File: src/rtl/decode_execute_register.sv
// Decode/execute pipeline register with flush, hold and bubble control.
// Also keeps a saturating count of the NOP entries it inserts.
module decode_execute_register (
  input  logic        clk,
  input  logic        rst,
  input  logic        flush,
  input  logic        hold,
  input  logic        bubble,
  input  logic        d_valid,
  input  logic [31:0] d_pc,
  input  logic [31:0] d_rs1_data,
  input  logic [31:0] d_rs2_data,
  input  logic [31:0] d_immediate,
  input  logic [4:0]  d_rs1_addr,
  input  logic [4:0]  d_rs2_addr,
  input  logic [4:0]  d_rd_addr,
  input  logic [2:0]  d_funct3,
  input  logic        d_funct7_bit,
  input  logic        d_write,
  input  logic        d_store,
  input  logic        d_load,
  input  logic        d_branch,
  input  logic [1:0]  d_alu_operand_a_selector,
  input  logic        d_alu_operand_b_selector,
  input  logic [1:0]  d_next_pc_selector,
  input  logic [2:0]  d_alu_operations_selector,
  output logic        q_valid,
  output logic [31:0] q_pc,
  output logic [31:0] q_rs1_data,
  output logic [31:0] q_rs2_data,
  output logic [31:0] q_immediate,
  output logic [4:0]  q_rs1_addr,
  output logic [4:0]  q_rs2_addr,
  output logic [4:0]  q_rd_addr,
  output logic [2:0]  q_funct3,
  output logic        q_funct7_bit,
  output logic        q_write,
  output logic        q_store,
  output logic        q_load,
  output logic        q_branch,
  output logic [1:0]  q_alu_operand_a_selector,
  output logic        q_alu_operand_b_selector,
  output logic [1:0]  q_next_pc_selector,
  output logic [2:0]  q_alu_operations_selector,
  output logic        load_rd_pending,
  output logic [15:0] bubble_count
);

  typedef struct packed {
    logic        valid;
    logic [31:0] pc;
    logic [31:0] rs1_data;
    logic [31:0] rs2_data;
    logic [31:0] immediate;
    logic [4:0]  rs1_addr;
    logic [4:0]  rs2_addr;
    logic [4:0]  rd_addr;
    logic [2:0]  funct3;
    logic        funct7_bit;
    logic        write;
    logic        store;
    logic        load;
    logic        branch;
    logic [1:0]  a_sel;
    logic        b_sel;
    logic [1:0]  next_pc_sel;
    logic [2:0]  alu_op;
  } entry_t;

  entry_t      entry_q, entry_d, load_entry;
  logic [15:0] bubble_count_q, bubble_count_d;
  logic        insert_nop;

  // An invalid decode slot still carries its datapath fields, but its
  // side-effecting control bits are forced low so execute treats it as a NOP.
  always_comb begin
    load_entry             = '0;
    load_entry.valid       = d_valid;
    load_entry.pc          = d_pc;
    load_entry.rs1_data    = d_rs1_data;
    load_entry.rs2_data    = d_rs2_data;
    load_entry.immediate   = d_immediate;
    load_entry.rs1_addr    = d_rs1_addr;
    load_entry.rs2_addr    = d_rs2_addr;
    load_entry.rd_addr     = d_rd_addr;
    load_entry.funct3      = d_funct3;
    load_entry.funct7_bit  = d_funct7_bit;
    load_entry.write       = d_write  & d_valid;
    load_entry.store       = d_store  & d_valid;
    load_entry.load        = d_load   & d_valid;
    load_entry.branch      = d_branch & d_valid;
    load_entry.a_sel       = d_alu_operand_a_selector;
    load_entry.b_sel       = d_alu_operand_b_selector;
    load_entry.next_pc_sel = d_next_pc_selector;
    load_entry.alu_op      = d_alu_operations_selector;
  end

  // Priority: flush > hold > bubble > normal load.
  always_comb begin
    entry_d    = entry_q;
    insert_nop = 1'b0;
    if (flush) begin
      entry_d    = '0;
      insert_nop = 1'b1;
    end else if (hold) begin
      entry_d    = entry_q;
    end else if (bubble) begin
      entry_d    = '0;
      insert_nop = 1'b1;
    end else begin
      entry_d    = load_entry;
      insert_nop = ~d_valid;
    end
  end

  always_comb begin
    bubble_count_d = bubble_count_q;
    if (insert_nop && (bubble_count_q != 16'hFFFF)) begin
      bubble_count_d = bubble_count_q + 16'd1;
    end
  end

  always_ff @(posedge clk or posedge rst) begin
    if (rst) begin
      entry_q        <= '0;
      bubble_count_q <= '0;
    end else begin
      entry_q        <= entry_d;
      bubble_count_q <= bubble_count_d;
    end
  end

  assign q_valid                   = entry_q.valid;
  assign q_pc                      = entry_q.pc;
  assign q_rs1_data                = entry_q.rs1_data;
  assign q_rs2_data                = entry_q.rs2_data;
  assign q_immediate               = entry_q.immediate;
  assign q_rs1_addr                = entry_q.rs1_addr;
  assign q_rs2_addr                = entry_q.rs2_addr;
  assign q_rd_addr                 = entry_q.rd_addr;
  assign q_funct3                  = entry_q.funct3;
  assign q_funct7_bit              = entry_q.funct7_bit;
  assign q_write                   = entry_q.write;
  assign q_store                   = entry_q.store;
  assign q_load                    = entry_q.load;
  assign q_branch                  = entry_q.branch;
  assign q_alu_operand_a_selector  = entry_q.a_sel;
  assign q_alu_operand_b_selector  = entry_q.b_sel;
  assign q_next_pc_selector        = entry_q.next_pc_sel;
  assign q_alu_operations_selector = entry_q.alu_op;
  assign bubble_count              = bubble_count_q;

  assign load_rd_pending = entry_q.valid & entry_q.load & (entry_q.rd_addr != 5'd0);

endmodule

File: config.mk
export PLATFORM = sky130hd
export DESIGN_NAME = decode_execute_register
export DESIGN_NICKNAME = d
export VERILOG_FILES = /design/src/rtl/decode_execute_register.sv
export SDC_FILE = /design/constraint.sdc
export NUM_CORES = 1
export LEC_CHECK = 0
export CORE_AREA = 2 2 134 136
export CTS_BUF_LIST = sky130_fd_sc_hd__clkbuf_2
export DETAILED_ROUTE_END_ITERATION = 10
export DIE_AREA = 0 0 136 138
export PLACE_DENSITY_LB_ADDON = 0.3
export REMOVE_ABC_BUFFERS = 1
export SLEW_MARGIN = 40
export SYNTH_ARGS = -nofsm -noshare
export SYNTH_HDL_FRONTEND = slang
export SYNTH_SLANG_ARGS = --single-unit
File: constraint.sdc
create_clock -name clk -period 7.7 [get_ports clk]
set_input_delay 1.54 -clock clk [delete_from_list [all_inputs] [get_ports clk]]
set_output_delay 1.54 -clock clk [all_outputs]
set_load 0.01 [all_outputs]
# After elaboration in Yosys (flattened, before gate mapping)
# Index checks and enable logic that the tools add are counted.
# totals
register_bits	176
inputBits	165
out_inout_bits	177
wordCells	37
# op_classes
add_sub_neg	1
eq_ne	2
muxes	6
bitwise_logic	7
n_reduce_logical	2
# ops
operator	count
$mux 160	3
$add 16x1->16 const B	1
$ne 16x16->1 const B	1
$and 1x1->1	6
$reduce_bool 5->1	1
$mux 1	3
$ne 2x2->1 const B	1
$logic_and 1x1->1	1
$not 1->1	1

# Longest topological paths before layout
# Gate-level depths: netlist of run 1.
# logic_depth
depth_word	5
depth_mapped	7
ltp_nobuf	6

# Worst setup path after synthesis of run 1
# Ideal clock, no wire load.
# synth_path
path_kind	input to register
from	input d_valid
to	register bubble_count_q[15], in the netlist bubble_count[15]
setup_time_ns	0.079
arrival_ns	2.634
required_time_ns	7.621
path_slack_ns	4.987
cell_stages	6
path_cell_list	nor2b_1 -> o21bai_2 -> or3b_1 -> buf_6 -> nor3_4 -> xor2_1
# synth_between
elab_chain_len	5
# synth_lines
item	line_no	rtl
from (decl)	9	input logic d_valid,
$not 1->1	112	insert_nop = ~d_valid;
$mux 1	107	end else if (bubble) begin
$mux 1	105	end else if (hold) begin
$mux 1	102	if (flush) begin
$logic_and 1x1->1	118	if (insert_nop && (bubble_count_q != 16'hFFFF)) begin
to (signal assigned)	129	bubble_count_q <= bubble_count_d;
to (decl)	71	logic [15:0] bubble_count_q, bubble_count_d;
# No other way between the ends.
# A chain may end at the register's enable or synchronous reset.

# Worst setup path in the final report of run 1
# layout_path
from	register entry_q (netlist bit q_rd_addr[1])
to	output load_rd_pending
# layout_between
elab_chain_len	2
# layout_lines
item	line_no	rtl
from (decl)	70	entry_t entry_q, entry_d, load_entry;
from (signal assigned)	128	entry_q <= entry_d;
$reduce_bool 5->1	153	assign load_rd_pending = entry_q.valid & entry_q.load & (entry_q.rd_addr != 5'd0);
$and 1x1->1	153	
to (decl)	45	output logic load_rd_pending,
# No other way between the ends.

==> parameters.txt, run 1 <==
Parameter                              Value

Status
  Result of the run ... finished, final reports clean

Route
  Via density ... 5.051
  Detailed Routing Iterations Pass 1 ... 4
  Drt wl/cell ... 18.69 um
  Detailed-route via count ... 5051
  Wire length after detailed routing ... 18690 um
  Antenna-violating nets left ... 0
  Post-route DRC violation count ... 0
  First-iteration detailed-routing DRC count ... 233

Yosys
  Share of the yosys chip area belonging to registers ... 69.07%
  Average footprint of a synthesized cell ... 14.86 um^2
  Yosys Warn Count ... 0
  FF+latch count, synth ... 176
  Post-synth design cell area ... 0.006376 mm^2
  Number of instances in the synthesized netlist ... 429
  Yosys cell types ... 28

Setup path
  Required time of the critical path ... 6.16 ns
  Type of element capturing the critical path ... output pin
  Setup Crit Path Kind ... register to output pin
  CP max FO ... 3
  Startpoint kind of the worst setup timing path ... register
  Arrival time of data at the critical path endpoint ... 2.29 ns

Timing
  Unrepaired setup endpoints after global routing ... false
  Final clock period utilization by the worst path ... 49.80%
  Worst Max-Slew Pin Slew ... 0.7652 ns
  Final critical-path setup slack ... 3.865 ns
  Fmax achieved ... 260.8 MHz
  Count of endpoints failing hold in the final timing report ... 0
  Endpoints failing setup ... 0
  Worst slew margin relative to its limit ... 48.99%
  Shortest period the worst path allows ... 3.835 ns
  Setup skew after layout ... 0.02647 ns
  Fin Hold WS ... 0.5325 ns
  Final Max Tran Viols ... 0

CTS
  Number of clock sinks ... 176
  Total number of H-tree levels ... 4
  Number of buffers inserted for hold repair after clock tree synthesis ... 0
  Deepest clock path buffer count ... 2
  CTS tree ... yes
  Number of buffers created by CTS ... 17
  Number of setup buffers added after CTS ... 0
  Clock root cell ... sky130_fd_sc_hd__clkbuf_2
  Clock insertion delay at the later pin of the skew report ... 0.72 ns
  Clock-pin transition on the worst setup and hold timing paths ... 0.25 ns
  Post_cts resized ... 0

Floorplan
  Die Outline Area ... 0.01877 mm^2
  Standard-cell row count ... 49
  Die W ... 136 um
  Core area ... 0.01753 mm^2
  DIE HEIGHT ... 138 um
  Number of top-level pins ... 342
  Starting density of the core ... 36.36%

Global route
  Final global-route overflow total ... 0
  Maximum number of pins on one net before global-route repair ... 100
  Overall global routing resource usage ... 19.63%
  Vias in the first global route ... 5124
  Wire length of the first global-routing pass ... 28610 um
  Number of antenna violations at the first check in global routing ... 1

Cells and area
  Area growth syn-to-layout ... 61.26%
  Nets ... 924
  Fraction of final layout cells sized beyond drive strength 1 ... 5.714%
  Total area of sequential cells ... 0.004404 mm^2
  Layout fillers ... 1373
  Area of combinational cells with multiple inputs ... 0.001824 mm^2
  Fin area ... 0.01028 mm^2

Job
  Count of max-cap constraint violations ... 0

Pwr
  Power per Cell Area ... 185.7 mW/mm^2
  Max rail drop VDD ... 0.09679 mV
  Final Power ... 1.909 mW
  Static leakage ... 4.577 nW

Placed design
  Placed cell area ... 0.009986 mm^2
  Weighted congestion at the end of routability-driven global placement ... 0.7881
  HPWL after detailed placement ... 13150 um
  Total of buffers placed on input and output ports ... 341
  Post-placement setup slack ... 3.872 ns

Min path
  Hold/Removal Path Class ... register to register
==> stage by stage <==
stage / cells / util, % / setup TNS [ns]
after floorplan: 393 / - / -438.05
after global placement: 968 / 56.89 / 0
after detailed placement: 968 / 56.95 / 0
after CTS: 999 / 58.60 / 0
after global routing: 1000 / 58.64 / 0
final: 1000 / 58.64 / 0
==> registers in the layout, summed over array words and instances (netlist names), 2 cells and up <==
signal,cells
q_next_pc_selector,2
q_rd_addr,5
q_funct3,3
q_rs1_data,32
q_alu_operations_selector,3
bubble_count,16
q_rs2_addr,5
q_rs1_addr,5
q_alu_operand_a_selector,2
q_immediate,32
q_pc,32
q_rs2_data,32
==> final cells by class <==
class	count	share of cell area, %
Sequential cell	176	42.83
Clock buffer	17	0.8274
Tap cell	229	2.787
Multi-Input combinational cell	216	17.74
Antenna cell	1	0.02434
Inverter	1	0.1095
Clock inverter	14	1.983
Timing Repair Buffer	346	33.69
==> kinds of logic (layout without fill, tap and decap cells) <==
kind of cell	Yosys count	count (layout)	synth area share (%)
compound gates	163	163	22.51
xor+xnor	15	15	2.060
fa+ha+maj	1	1	0.1962
buf+inv	37	378	2.512
flops	176	176	69.07
mux	1	1	0.1766
other cells	0	1	0
simple gates	36	36	3.474
==> cell usage after synthesis <==
master                     number  area, um^2
sky130_fd_sc_hd__a22o_1       156        1366
sky130_fd_sc_hd__buf_6          1       11.26
sky130_fd_sc_hd__nor2b_1        3       18.77
sky130_fd_sc_hd__o311a_1        1       10.01
sky130_fd_sc_hd__nor3_1         4       20.02
sky130_fd_sc_hd__or3_1          1       6.260
sky130_fd_sc_hd__and3_1         2       12.51
sky130_fd_sc_hd__dfrtp_1      176        4404
sky130_fd_sc_hd__clkbuf_1      24       90.09
sky130_fd_sc_hd__nand4b_1       1       8.760
sky130_fd_sc_hd__or2_2          1       6.260
sky130_fd_sc_hd__buf_2         11       55.05
sky130_fd_sc_hd__inv_1          1       3.750
sky130_fd_sc_hd__mux2_2         1       11.26
sky130_fd_sc_hd__and4_1         2       17.52
sky130_fd_sc_hd__or3b_1         1       8.760
sky130_fd_sc_hd__nand2_1        7       26.28
sky130_fd_sc_hd__nor4_1         1       6.260
sky130_fd_sc_hd__a32o_1         4       40.04
sky130_fd_sc_hd__nor3_4         2       32.53
sky130_fd_sc_hd__xor2_1        11       96.34
sky130_fd_sc_hd__o21bai_2       1       11.26
sky130_fd_sc_hd__nand4_1        6       37.54
sky130_fd_sc_hd__nor2_1         4       15.01
sky130_fd_sc_hd__xnor2_1        4       35.03
sky130_fd_sc_hd__ha_1           1       12.51
sky130_fd_sc_hd__nand3_1        1       5.000
sky130_fd_sc_hd__o211ai_1       1       7.510
==> metal layers <==
| layer | part of all wire (%) | wire length [um] | vias to the layer above | global-route usage [%] |
|---|---|---|---|---|
| met1 | 41 | 7707 | 2464 | 24.51 |
| met5 | 0 | 0 | - | 0 |
| met2 | 48 | 8931 | 258 | 31.61 |
| met4 | 2.8 | 517 | 0 | 7.292 |
| li1 | - | - | 2292 | - |
| met3 | 8.2 | 1536 | 37 | 6.601 |
==> path summary, 6_finish.rpt <==
kind | from | endpoint | slack (ns) | cells after the start
worst max-delay path | q_rd_addr[1] | load_rd_pending | 3.87 | 3
worst min-delay path | q_branch | q_branch | 0.53 | 1
worst max register to register | bubble_count[0] | bubble_count[15] | 5.79 | 6
worst min register to register | q_branch | q_branch | 0.53 | 1
max in group asynchronous | rst | bubble_count[15] | 5.26 | 3
min in group asynchronous | rst | q_immediate[17] | 1.25 | 2
==> report_power, final <==
group | switching [mW] | internal [mW] | total (mW)
registers | 0.0504 | 0.977 | 1.03
clock network | 0.329 | 0.219 | 0.547
logic | 0.132 | 0.203 | 0.335
total | 0.511 | 1.40 | 1.91
==> placed cells by master, fill, tap and decap left out, types with 3 or more instances in the layout <==
master / instances
sky130_fd_sc_hd__dfrtp_1: 176
sky130_fd_sc_hd__nand2_1: 7
sky130_fd_sc_hd__nor3_1: 3
sky130_fd_sc_hd__nor2_1: 4
sky130_fd_sc_hd__clkdlybuf4s50_1: 341
sky130_fd_sc_hd__bufinv_16: 4
sky130_fd_sc_hd__a22o_1: 156
sky130_fd_sc_hd__xor2_1: 11
sky130_fd_sc_hd__xnor2_1: 4
sky130_fd_sc_hd__nand4_1: 6
sky130_fd_sc_hd__inv_6: 4
sky130_fd_sc_hd__a32o_1: 4
sky130_fd_sc_hd__clkbuf_2: 17
==> worst max-delay path, stage by stage (launching register included) <==
cell	delay, ns
sky130_fd_sc_hd__dfrtp_1	0.45
sky130_fd_sc_hd__or3_1	0.37
sky130_fd_sc_hd__o311a_1	0.29
sky130_fd_sc_hd__clkdlybuf4s50_1	0.48
(Power assumes the default switching activity.)
==> run 2, diff against run 1 <==
Settings changed: CORE_AREA 2 2 134 136 to not set, CORE_UTILIZATION set to 36, DIE_AREA 0 0 136 138 to not set.
Clock period 7.7 ns to 3.13 ns, I/O delays scaled along.
==> parameters.txt, run 2 (synthesized netlist as in run 1, its figures left out) <==
Parameter                              Value

Timing
  Shortest period the worst path allows ... 2.907 ns
  Fmax achieved ... 344.1 MHz
  Final critical-path setup slack ... 0.2235 ns (-3.642 ns)
  Fin Hold WS ... 0.3431 ns (-0.1894 ns)
  Setup skew after layout ... 0.02855 ns (+0.002085 ns)
  Worst Max-Slew Pin Slew ... 0.5887 ns (-0.1765 ns)
  Worst slew margin relative to its limit ... 60.75% (+12 points)
  Endpoints failing setup ... 0 (unchanged)
  Final Max Tran Viols ... 0 (unchanged)
  Unrepaired setup endpoints after global routing ... false
  Final clock period utilization by the worst path ... 92.86%
  Count of endpoints failing hold in the final timing report ... 0 (unchanged)

Setup path
  Required time of the critical path ... 2.50 ns (-3.66 ns)
  Crit path cell chain ... or3_1 -> o311a_1 -> clkdlybuf4s50_1
  CP max FO ... 3 (unchanged)
  Worst path buffer plus inverter count ... 1 (unchanged)
  Setup Crit Path Kind ... register to output pin
  Largest stage delay on the critical path ... 0.48 ns (about the same)
  Type of element capturing the critical path ... output pin
  Critical path's top delay family ... buffers and inverters
  Arrival time of data at the critical path endpoint ... 2.28 ns (about the same)
  Cell type of the slowest stage on the worst timing path ... sky130_fd_sc_hd__clkdlybuf4s50_1
  Startpoint kind of the worst setup timing path ... register

Placed design
  HPWL after detailed placement ... 13550 um (+3.0%)
  Weighted congestion at the end of routability-driven global placement ... 0.7927 (+0.58%)
  Total of buffers placed on input and output ports ... 341 (unchanged)
  Placed insts ... 967 (-0.10%)
  Post-placement setup slack ... 0.5833 ns (-3.289 ns)

CTS
  Number of buffers inserted for hold repair after clock tree synthesis ... 0 (unchanged)
  Clock-pin transition on the worst setup and hold timing paths ... 0.24 ns (about the same)
  Deepest clock path buffer count ... 2 (unchanged)
  Number of buffers created by CTS ... 17 (unchanged)
  Number of clock sinks ... 176 (unchanged)
  Post_cts resized ... 0 (unchanged)
  Number of setup buffers added after CTS ... 0 (unchanged)
  CTS tree ... yes
  Clock insertion delay at the later pin of the skew report ... 0.69 ns (-0.03 ns)
  Total number of H-tree levels ... 4 (unchanged)
  Clock root cell ... sky130_fd_sc_hd__clkbuf_2

Floorplan
  Number of top-level pins ... 342 (unchanged)
  Die W ... 135.1 um (-0.67%)
  Standard-cell row count ... 48 (-2.0%)
  Starting density of the core ... 36.86% (+0.50 points)
  Core area ... 0.01730 mm^2 (-1.4%)
  DIE HEIGHT ... 135.1 um (-2.1%)
  Die Outline Area ... 0.01825 mm^2 (-2.8%)

Pwr
  Max rail drop VDD ... 0.3570 mV (+270%)
  Design internal power ... 3.446 mW (+150%)
  Static leakage ... 4.602 nW (+0.55%)
  Combinational fraction of design power ... 17.6% (about the same)
  Net Switching ... 1.230 mW (+140%)
  Sequential Power Share ... 54.1% (+0.3 points)
  Final Power ... 4.675 mW (+140%)
  Power per Cell Area ... 452.4 mW/mm^2 (+140%)
  Switch share ... 26.30% (-0.45 points)
  Part of the total power dissipated in the clock network ... 28.3% (-0.4 points)

Cells and area
  Commonest cells after routing, fill and taps aside ... sky130_fd_sc_hd__clkdlybuf4s50_1 (341), sky130_fd_sc_hd__dfrtp_1 (176), sky130_fd_sc_hd__a22o_1 (156)
  Count of placed standard cells in the final layout, fillers left out ... 999 (-0.10%)
  Leading cell type in the layout, fill and taps excluded ... sky130_fd_sc_hd__clkdlybuf4s50_1
  Nets ... 927 (+0.32%)
  Number of antenna repair diodes ... 0 (-1)
  Area growth syn-to-layout ... 62.09%
  Post-route core utilization ... 59.75% (+1.1 points)
  Fraction of final layout cells sized beyond drive strength 1 ... 5.943% (+0.23 points)

Min path
  Hold/Removal Path Class ... primary input to async pin

Global route
  Vias in the first global route ... 5415 (+5.7%)
  Wire length of the first global-routing pass ... 28950 um (+1.2%)
  Number of antenna violations at the first check in global routing ... 0 (-1)
  Final global-route overflow total ... 0 (unchanged)
  Maximum number of pins on one net before global-route repair ... 87 (-13%)
  Overall global routing resource usage ... 20.61% (+0.98 points)

Job
  Count of max-cap constraint violations ... 0 (unchanged)

Route
  Drt wl/cell ... 18.77 um (+0.39%)
  First-iteration detailed-routing DRC count ... 245 (+5.2%)
  Wire length after detailed routing ... 18750 um (+0.29%)
  Detailed-route via count ... 5164 (+2.2%)
  Post-route DRC violation count ... 0 (unchanged)
  Antenna-violating nets left ... 0 (unchanged)
  Via density ... 5.169 (+2.3%)
  Detailed Routing Iterations Pass 1 ... 4 (unchanged)

Status
  Result of the run ... finished, final reports clean
-- run 2: cell types whose count changed in the layout (fill, tap and decap cells not counted), sizes merged --
| cell | change |
|---|---|
| buf | +4 |
| diode | -1 |
| clkinv | +1 |
| inv | -2 |
| clkbuf | +1 |
-- run 2: worst paths after layout --
path / endpoint / depth (start not counted) / slack (ns) / from
hold / removal: q_funct3[2] / 2 / 0.34 / rst
max in group asynchronous: q_pc[5] / 3 / 2.03 / rst
hold reg to reg: q_branch / 1 / 0.53 / q_branch
min in group clk: q_immediate[7] / 2 / 0.50 / d_immediate[7]
setup reg to reg: bubble_count[9] / 6 / 1.24 / bubble_count[1]
setup / recovery: load_rd_pending / 3 / 0.22 / q_rd_addr[0]
-- run 2: worst register-to-register path: cells and delay by family (launching register included) --
family / cells / cell delay [ns]
XOR/XNOR: 1 / 0.15
adder cells (fa/ha/maj): 1 / 0.21
flip-flops: 1 / 0.48
AND/OR/NAND/NOR: 4 / 0.95
-- run 2: per-layer routing --
metal | share of wire, % | global-route usage, % | routed length, um
met1 | 39 | 24.14 | 7373
met2 | 51 | 35.27 | 9569
met3 | 7.1 | 6.456 | 1330
met4 | 2.5 | 7.740 | 474
met5 | 0 | 0 | 0
-- run 2: power by group through the flow --
stage               registers, mW  clock network [mW]  logic (mW)
global placement             2.56                   0       0.813
global route                 2.55                1.46       0.886
detailed placement           2.57                   0       0.830
floorplan                    2.60                   0       0.241
CTS                          2.53                1.37       0.833
finish                       2.53                1.32       0.822
-- run 2: metrics by stage --
step           setup TNS [ns]  area, um^2
3_3_place_gp                0       10050
5_1_grt                     0       10330
4_1_cts                     0       10330
6_report                    0       10330
2_1_floorplan        -1422.45        6220
3_5_place_dp                0       10050
-- run 2: final cells by class --
type / instances / area [um^2]
repair buffers: 349 / 3536
inverters: 1 / 8.758
clock inverters: 13 / 185.2
flip-flops and latches: 176 / 4404
multi-input cells: 216 / 1824
well taps: 225 / 281.5
clock buffers: 19 / 95.09
fillers: 1380 / 6962
==> run 3, diff against run 2 <==
Settings changed: CORE_AREA set to 2 2 133 135, CORE_UTILIZATION 36 to not set, DIE_AREA set to 0 0 135 137.
Clock period 3.13 ns to 3.4 ns, I/O delays scaled along.
==> parameters.txt, run 3 (synthesized netlist as in run 1, its figures left out) <==
Parameter                              Value

Cells and area
  Fraction of final layout cells sized beyond drive strength 1 ... 6.186% (+0.24 points)
  Area growth syn-to-layout ... 61.13%
  Commonest cells after routing, fill and taps aside ... sky130_fd_sc_hd__clkdlybuf4s50_1 (341), sky130_fd_sc_hd__dfrtp_1 (176), sky130_fd_sc_hd__a22o_1 (156)
  Leading cell type in the layout, fill and taps excluded ... sky130_fd_sc_hd__clkdlybuf4s50_1
  Nets ... 930 (+0.32%)
  Post-route core utilization ... 60.23% (+0.48 points)
  Count of placed standard cells in the final layout, fillers left out ... 1002 (+0.30%)

Global route
  Maximum number of pins on one net before global-route repair ... 101 (+16%)
  Vias in the first global route ... 5347 (-1.3%)
  Number of antenna violations at the first check in global routing ... 1 (+1)
  Wire length of the first global-routing pass ... 29760 um (+2.8%)
  Final global-route overflow total ... 0 (unchanged)
  Overall global routing resource usage ... 21.03% (+0.42 points)

Min path
  Hold/Removal Path Class ... primary input to async pin

Route
  Antenna-violating nets left ... 0 (unchanged)
  Via density ... 5.178 (+0.16%)
  Wire length after detailed routing ... 19580 um (+4.4%)
  Post-route DRC violation count ... 0 (unchanged)
  Detailed-route via count ... 5188 (+0.46%)
  Detailed Routing Iterations Pass 1 ... 4 (unchanged)
  First-iteration detailed-routing DRC count ... 351 (+43%)
  Drt wl/cell ... 19.54 um (+4.1%)

CTS
  Clock root cell ... sky130_fd_sc_hd__clkbuf_2
  Deepest clock path buffer count ... 2 (unchanged)
  Clock-pin transition on the worst setup and hold timing paths ... 0.24 ns (about the same)
  Number of buffers inserted for hold repair after clock tree synthesis ... 0 (unchanged)
  Number of buffers created by CTS ... 17 (unchanged)
  Number of setup buffers added after CTS ... 0 (unchanged)
  CTS tree ... yes
  Number of clock sinks ... 176 (unchanged)
  Clock insertion delay at the later pin of the skew report ... 0.71 ns (+0.02 ns)
  Total number of H-tree levels ... 4 (unchanged)
  Post_cts resized ... 0 (unchanged)

Timing
  Final Max Tran Viols ... 0 (unchanged)
  Fmax achieved ... 326.7 MHz
  Endpoints failing setup ... 0 (unchanged)
  Count of endpoints failing hold in the final timing report ... 0 (unchanged)
  Worst Max-Slew Pin Slew ... 0.6322 ns (+0.04355 ns)
  Unrepaired setup endpoints after global routing ... false
  Final clock period utilization by the worst path ... 90.03%
  Worst slew margin relative to its limit ... 57.76% (-3.0 points)
  Final critical-path setup slack ... 0.3391 ns (+0.1156 ns)
  Setup skew after layout ... 0.02393 ns (-0.004623 ns)
  Shortest period the worst path allows ... 3.061 ns

Setup path
  Setup Crit Path Kind ... register to output pin
  CP max FO ... 3 (unchanged)
  Worst Reg-to-Reg Cells ... 6 (unchanged)
  Required time of the critical path ... 2.72 ns (+0.22 ns)
  Cell type of the slowest stage on the worst timing path ... sky130_fd_sc_hd__clkdlybuf4s50_1
  Startpoint kind of the worst setup timing path ... register
  End of the worst register-to-register path ... bubble_count[15]
  FF-to-FF Start ... bubble_count[0]
  Arrival time of data at the critical path endpoint ... 2.38 ns (+0.10 ns)
  Crit path cell chain ... or3_1 -> o311a_1 -> clkdlybuf4s50_1
  Largest stage delay on the critical path ... 0.49 ns (about the same)
  Setup slack on the worst flop-to-flop path ... 1.49 ns (+0.25 ns)
  Type of element capturing the critical path ... output pin

Pwr
  Max rail drop VDD ... 0.2561 mV (-28%)
  Power per Cell Area ... 393.9 mW/mm^2 (-13%)
  Static leakage ... 4.569 nW (-0.71%)

Floorplan
  Standard-cell row count ... 48 (unchanged)
  Core area ... 0.01706 mm^2 (-1.4%)
  Number of top-level pins ... 342 (unchanged)
  DIE HEIGHT ... 137 um (+1.4%)
  Starting density of the core ... 37.38% (+0.52 points)
  Die W ... 135 um (about the same)
  Die Outline Area ... 0.01850 mm^2 (+1.4%)

Placed design
  Placed insts ... 970 (+0.31%)
  Post-placement setup slack ... 0.8368 ns (+0.2535 ns)
  HPWL after detailed placement ... 14260 um (+5.2%)
  Weighted congestion at the end of routability-driven global placement ... 0.8320 (+5.0%)
  Total of buffers placed on input and output ports ... 341 (unchanged)

Job
  Count of max-cap constraint violations ... 0 (unchanged)

Status
  Result of the run ... finished, final reports clean
==> run 3: changes by cell type in the layout (fill, tap and decap cells not counted), sizes merged <==
cell | before | now
bufinv | 4 | 1
clkbuf | 19 | 21
clkinv | 4 | 3
diode | 0 | 1
inv | 4 | 2
clkinvlp | 2 | 5
buf | 8 | 11
==> run 3: worst max-delay path, delay by kind of cell (launching register included) <==
| kind | cells | cell delay, ns |
|---|---|---|
| buf+inv | 1 | 0.49 |
| simple gates | 1 | 0.40 |
| flops | 1 | 0.45 |
| compound gates | 1 | 0.33 |
==> run 3: metrics by stage <==
| stage | hold WS, ns | setup TNS [ns] | area, um^2 | total power, mW |
|---|---|---|---|---|
| 3_5_place_dp | 0.4812 | 0 | 10080 | 3.138 |
| 2_1_floorplan | 0.5221 | -1349.87 | 6220 | 2.616 |
| 5_1_grt | 0.3486 | 0 | 10270 | 4.257 |
| 6_report | 0.3797 | 0 | 10270 | 4.046 |
| 3_3_place_gp | 0.4796 | 0 | 10080 | 3.111 |
| 4_1_cts | 0.3126 | 0 | 10270 | 4.105 |
==> run 3: worst max path at each step <==
stage                      start          endpoint  slack, ns
detailed placement       d_valid  bubble_count[13]       0.84
floorplan                  flush          q_branch      -6.26
CTS                 q_rd_addr[1]   load_rd_pending       0.22
global route        q_rd_addr[1]   load_rd_pending       0.18
global placement         d_valid  bubble_count[15]       0.87
finish              q_rd_addr[1]   load_rd_pending       0.34
==> run 3: metal layers <==
metal | vias up | GRT usage (%) | share of wire (%)
met5 | - | 0 | 0
met4 | 0 | 7.581 | 2.4
met3 | 35 | 8.074 | 9.1
met2 | 241 | 34.77 | 50
met1 | 2603 | 25.16 | 39
li1 | 2309 | - | -
==> run 3: area by class of cell <==
| type | count | area, um^2 |
|---|---|---|
| repair buffers | 352 | 3558 |
| inverters | 1 | 8.758 |
| multi-input cells | 216 | 1824 |
| well taps | 225 | 281.5 |
| clock inverters | 10 | 88.84 |
| flip-flops and latches | 176 | 4404 |
| clock buffers | 21 | 105.1 |
| fillers | 1311 | 6783 |
| diodes | 1 | 2.502 |
==> run 3: power by group <==
group          switching (mW)  internal (mW)
sequential              0.110           2.21
combinational           0.304          0.470
clock                   0.685          0.265
total                    1.10           2.95
